## config.mk

```make
export PLATFORM = sky130hd
export DESIGN_NAME = regfile_wb
export DESIGN_NICKNAME = d
export VERILOG_FILES = /design/src/rtl/regfile_wb.sv
export SDC_FILE = /design/constraint.sdc
export NUM_CORES = 2
export LEC_CHECK = 0
export ABC_AREA = 1
export BUFFER_PORTS_ARGS = -buffer_cell sky130_fd_sc_hd__buf_2
export CAP_MARGIN = 20
export CORE_ASPECT_RATIO = 1.2
export CORE_MARGIN = 2
export CORE_UTILIZATION = 48
export DETAILED_ROUTE_END_ITERATION = 10
export SLEW_MARGIN = 25
export SYNTH_ARGS = -nofsm -noshare
export SYNTH_HDL_FRONTEND = slang
export SYNTH_SLANG_ARGS = --single-unit
```

## constraint.sdc

```tcl
create_clock -name clk -period 2.3 [get_ports clk]
set_clock_uncertainty 0.05 [all_clocks]
set_input_delay 0.345 -clock clk [delete_from_list [all_inputs] [get_ports clk]]
set_output_delay 0.345 -clock clk [all_outputs]
set_load 0.005 [all_outputs]
```

## src/rtl/regfile_wb.sv

```systemverilog
// 32x32 register file with ALU write-back, overflow write-kill, sticky flag and saturating kill counter.
// Optional same-cycle write-to-read forwarding is enabled by defining REGFILE_BYPASS_EN.
module regfile_wb #(
    parameter int CNT_W = 8
) (
    input  logic             clk,
    input  logic             rst_n,
    input  logic             we,
    input  logic [4:0]       waddr,
    input  logic [31:0]      wdata,
    input  logic             ovf_in,
    input  logic [4:0]       raddr1,
    input  logic [4:0]       raddr2,
    output logic [31:0]      rdata1,
    output logic [31:0]      rdata2,
    input  logic             ovf_clr,
    output logic             ovf_flag,
    output logic [CNT_W-1:0] ovf_cnt
);

    typedef enum logic {IDLE, TRAPPED} ovf_state_e;

    logic [31:0]      regs_q [32];
    logic [31:0]      regs_d [32];
    ovf_state_e       state_q, state_d;
    logic [CNT_W-1:0] cnt_q, cnt_d;
    logic             wr_en;
    logic             kill;

    assign wr_en = we && !ovf_in && (waddr != 5'd0);
    assign kill  = we && ovf_in;

    always_comb begin
        regs_d = regs_q;
        if (wr_en) regs_d[waddr] = wdata;
        regs_d[0] = '0;
    end

    // The event beats a coincident clear, so the count restarts at 1.
    always_comb begin
        state_d = state_q;
        cnt_d   = cnt_q;
        if (kill) begin
            state_d = TRAPPED;
            if (ovf_clr)              cnt_d = CNT_W'(1);
            else if (cnt_q != '1)     cnt_d = cnt_q + CNT_W'(1);
        end else if (ovf_clr) begin
            state_d = IDLE;
            cnt_d   = '0;
        end
    end

    always_ff @(posedge clk or negedge rst_n) begin
        if (!rst_n) begin
            for (int i = 0; i < 32; i++) regs_q[i] <= '0;
            state_q <= IDLE;
            cnt_q   <= '0;
        end else begin
            regs_q  <= regs_d;
            state_q <= state_d;
            cnt_q   <= cnt_d;
        end
    end

    always_comb begin
        rdata1 = (raddr1 == 5'd0) ? 32'd0 : regs_q[raddr1];
        rdata2 = (raddr2 == 5'd0) ? 32'd0 : regs_q[raddr2];
`ifdef REGFILE_BYPASS_EN
        // Forwarding is suppressed in reset so reads stay at 0 while rst_n is low.
        if (rst_n && wr_en && raddr1 == waddr) rdata1 = wdata;
        if (rst_n && wr_en && raddr2 == waddr) rdata2 = wdata;
`endif
    end

    assign ovf_flag = (state_q == TRAPPED);
    assign ovf_cnt  = cnt_q;

endmodule

```

# After elaboration in Yosys (flattened, before gate mapping)
# Index checks and enable logic that the tools add are counted.
classes:
  order_cmp: 4
  eq_ne: 1
  reduce_logical: 11
  muxes: 17
  n_addsub: 1
  bitwise: 3
ops:
  columns: ["cell", "n"]
  rows:
  - ["$bwmux 1024", 1]
  - ["$bmux 32 s5", 2]
  - ["$mux 32", 7]
  - ["$demux 32 s5", 1]
  - ["$mux 8", 4]
  - ["$ge 6x6->1 const B", 3]
  - ["$not 5->6", 3]
  - ["$logic_not 5->1", 2]
  - ["$add 8x1->8 const B", 1]
  - ["$ne 8x8->1 const B", 1]
  - ["$lt 6x1->1 const B", 1]
  - ["$reduce_bool 5->1", 1]
  - ["$logic_and 1x1->1", 4]
  - ["$reduce_bool 2->1", 2]
  - ["$mux 1", 2]
  - ["$reduce_and 2->1", 1]
  - ["$logic_not 1->1", 1]
word_totals:
  inputBits: 52
  regBits: 1001
  elab_cells: 70

# Longest topological paths before layout
depth:
  ltp_word: 6
  mapped_depth: 14
  depth_no_buf: 11

# Worst setup path after synthesis
# Ideal clock, no wire load.
synth_timing:
  path_type: "input -> output"
  startpoint: "input raddr1[1]"
  endpoint: "output rdata1[24]"
  path_slack_ns: 0.389
  arrival_time_ns: 1.516
  n_path_buf: 3
  path_stages: 12
  cell_sequence: "buf_2 clkinv_1 clkbuf_1 clkbuf_1 nand2_1 nand2_1 nand2_1 nand2_1 inv_1 nand2_1 nand2_1 nand2_1"
synth_between:
  elab_chain_cells: 5
  elab_cells_between_ends: 6
synth_rtl:
  columns: ["item", "line_no", "source"]
  rows:
  - ["start, declared", "12", "input logic [4:0] raddr1,"]
  - ["$not 5->6 (implied by the code)", "66", "rdata1 = (raddr1 == 5'd0) ? 32'd0 : regs_q[raddr1];"]
  - ["$bmux 32 s5", "66", null]
  - ["$mux 32 (implied by the code) (2 in a row)", "66", null]
  - ["$mux 32 *", "66", null]
  - ["end, declared", "14", "output logic [31:0] rdata1,"]
# Every way passes the cells marked *; elsewhere a longest branch is shown, timed or not. The select of a mux whose other input is x is not followed.

# Worst setup path after layout
layout_timing:
  startpoint: "register regs_q[244] in the netlist's numbering"
  endpoint: "output rdata1[20]"
layout_between:
  elab_chain_cells: 4
layout_rtl:
  columns: ["item", "line_no", "source"]
  rows:
  - ["start, declared", "23", "logic [31:0] regs_q [32];"]
  - ["start signal, assigned", "59", "regs_q <= regs_d;"]
  - ["$bmux 32 s5", "66", null]
  - ["$mux 32 (implied by the code) (2 in a row)", "66", null]
  - ["$mux 32", "66", null]
# Every way passes these cells. The select of a mux whose other input is x is not followed.

==> results.json <==
{
  "worst_pin_slew_ns": 0.677,
  "h-tree-depth": 3,
  "syn_avg_cell_area_um2": 6.53,
  "ys_warn_count": 0,
  "slowest_delay_ns": 0.38,
  "grt_pass1_wl_mm": 371,
  "synth_top_cell_by_area": "dfrtp_1",
  "fin_crit_ns": 2.47,
  "post-synth-top-count-cell": "nand2_1",
  "area_growth_syn_to_layout_pct": 25.1,
  "power.leakage_uw": 0.0366,
  "hold_violations": 0,
  "die-height_um": 386,
  "wirelength_mm": 253,
  "peakVddDrop_v": 0.000654,
  "grt.total_usage_pct": 39.8,
  "synth_seq_cells": 1001,
  "core_area_um2": 121000,
  "clk_path_buf_depth": 3,
  "synth_top_area_share_pct": 43.0,
  "clk_pin_slew_worst_paths_ns": 0.06,
  "io_buffers": 124,
  "path_common_cell": "nand2_1",
  "io_pins": 125,
  "initial_core_util_pct": 48.2,
  "maxSlewHeadroom_pct": 54.9,
  "clock-sinks": 1001,
  "crit_chain": "buf_4, nand2_1, nand2_1, nand2_1, nand3_1, nand3_1, nand2_4, nand2_4, nand2_8, buf_6",
  "clock-root-buffer": "clkbuf_16",
  "dieWidth_um": 322,
  "setup_viol": 61,
  "clk_latency_ns": 0.74,
  "fin_crit_sh_pct": 107,
  "stdcell_area_um2": 72900,
  "r2r-start": "ovf_cnt[0]",
  "path_max_fanout": 2,
  "rsz0062_at_grt": "yes",
  "drv_slew": 0,
  "start_kind": "flop",
  "cap_viol_max_count": 0,
  "antenna_found_initial": 5,
  "drc_errors": 0,
  "synth_common_cells": "3865 x nand2_1, 1159 x nand3_1, 1001 x dfrtp_1",
  "crit_start": "regs_q[244]",
  "fin_tns_setup_ns": -4.61,
  "final_layout_size_suffix_gt1_share_pct": 16.2,
  "p_total_uw": 52100,
  "required_ns": 1.90,
  "place_area_um2": 64600,
  "violations": "negative setup slack",
  "seq_area_frac_synth_pct": 43.0,
  "first_pass_iters": 6,
  "netlist_top_cells_area": "dfrtp_1 43%, nand2_1 25%, nand3_1 9.9%",
  "syn_nets": 8984,
  "numCtsBuffers": 111,
  "ant_nets": 0,
  "critPathCaptureType": "output pin",
  "netlist_area_um2": 58300,
  "synth_cell_types": 24,
  "dr_total_vias": 62658,
  "hpwl_mm": 159,
  "cts_tree": "yes",
  "routedWlPerCell_um": 23.4,
  "async_flop_share_pct": 100,
  "fin_nets": 9222,
  "grt_max_degree": 114,
  "crit_arrival_ns": 2.08,
  "path_class": "reg2out",
  "grt-ovfl-total": 0,
  "power_density_nw_per_um2": 714,
  "max_freq_mhz": 405,
  "routabilityCongestion": 0.938,
  "cpMaxStageDelayCell": "dfrtp_1",
  "dieArea_um2": 124000,
  "post_drt_via_cell_ratio": 5.79,
  "drt_iter0_drc": 8044,
  "hold_class": "in2async",
  "worst_slack_ns": -0.170,
  "outcome": "finished, violations left",
  "row_count": 140,
  "synth_cells": 8931,
  "grt_pass1_vias": 57753,
  "ys.flop_type": "dfrtp_1",
  "synth_edf_count": 0
}
## worst max-delay path: cells and delay by family, from the launching register on
family        cells  cell delay (ns)
buf+inv           2             0.28
flops             1             0.38
simple gates      8             0.66
## area by class of cell
cell class	count	area, um^2
timing repair buffer	813	9210
fill	11290	47900
tap	1562	1950
antenna	5	12.5
inverter	866	3290
multi-input combinational	6376	29700
sequential	1001	25000
clock buffer	168	3320
clock inverter	28	373
## final timing paths
check                      cells after the start           to  slack, ns
max                                           10   rdata1[20]      -0.17
min                                            2  regs_q[310]       0.05
max reg2reg                                    8   ovf_cnt[3]       0.52
min reg2reg                                    2     ovf_flag       0.42
max in group asynchronous                      3  regs_q[318]       1.16
min in group clk                               3     ovf_flag       0.12
## metal layers
metal | GRT usage [%] | wire [um] | up-vias
met4 | 18.2 | 12500 | 2
met3 | 9.55 | 31100 | 714
met2 | 60.4 | 109000 | 3698
met1 | 53.9 | 100000 | 29887
met5 | 0 | 8 | -
li1 | - | - | 28357
## power breakdown
part           internal (uW)  leakage (uW)  switching, uW  total (uW)
clock                  10800       0.00182           7820       18600
sequential             20000        0.0132           1780       21700
combinational           4520        0.0215           7240       11800
## timing repair
| item | CTS | global route |
|---|---|---|
| endpoints found under the setup margin | 64 | 64 |
| hold buffers | 34 | 0 |
| endpoints found under the hold margin | 753 | 0 |
| buffers inserted | 42 | 95 |
| gates resized for setup | 444 | 324 |
| cloned | 5 | 10 |
| pin swaps | 189 | 283 |
## sequential cells by signal (all words and copies together), names as in the netlist
name	count
regs_q	992
ovf_flag	1
ovf_cnt	8
## logic make-up after synthesis
| group | count (synthesis) | synth area share (%) |
|---|---|---|
| adders and majority gates | 1 | 0.0215 |
| AOI/OAI and AO/OA | 1192 | 10.2 |
| DFF | 1001 | 43.0 |
| buffers and inverters | 1554 | 10.6 |
| and+or+nand+nor | 5183 | 36.2 |
## cells in the final DEF, fill, tap and decap left out, types with 16 or more instances in the layout
cell type	count
nand2_1	3672
dfrtp_1	1001
nand3_1	948
a21oi_1	148
a21oi_2	24
buf_12	187
nor2_1	97
nor2_4	16
nand2_2	110
buf_2	58
nand2_4	91
clkinv_2	16
nand2_8	21
buf_4	414
clkbuf_16	123
dlygate4sd3_1	34
o21ai_0	995
clkbuf_1	28
clkbuf_8	26
inv_1	798
nand3_2	185
inv_2	61
buf_6	92
nand3_4	29
o21ai_1	24
## through the flow
stage                     worst slack [ns]  util [%]  hold WS, ns  std cells
after floorplan                      0.389         -    -0.000591       8931
after global placement              -0.390      53.4        0.217      10453
after detailed placement            -0.369      53.4        0.218      10453
after CTS                           -0.181      58.5       0.0166      10719
after global routing                -0.231      60.3       0.0570      10814
final                               -0.170      60.4       0.0542      10819
(Power assumes the default switching activity.)
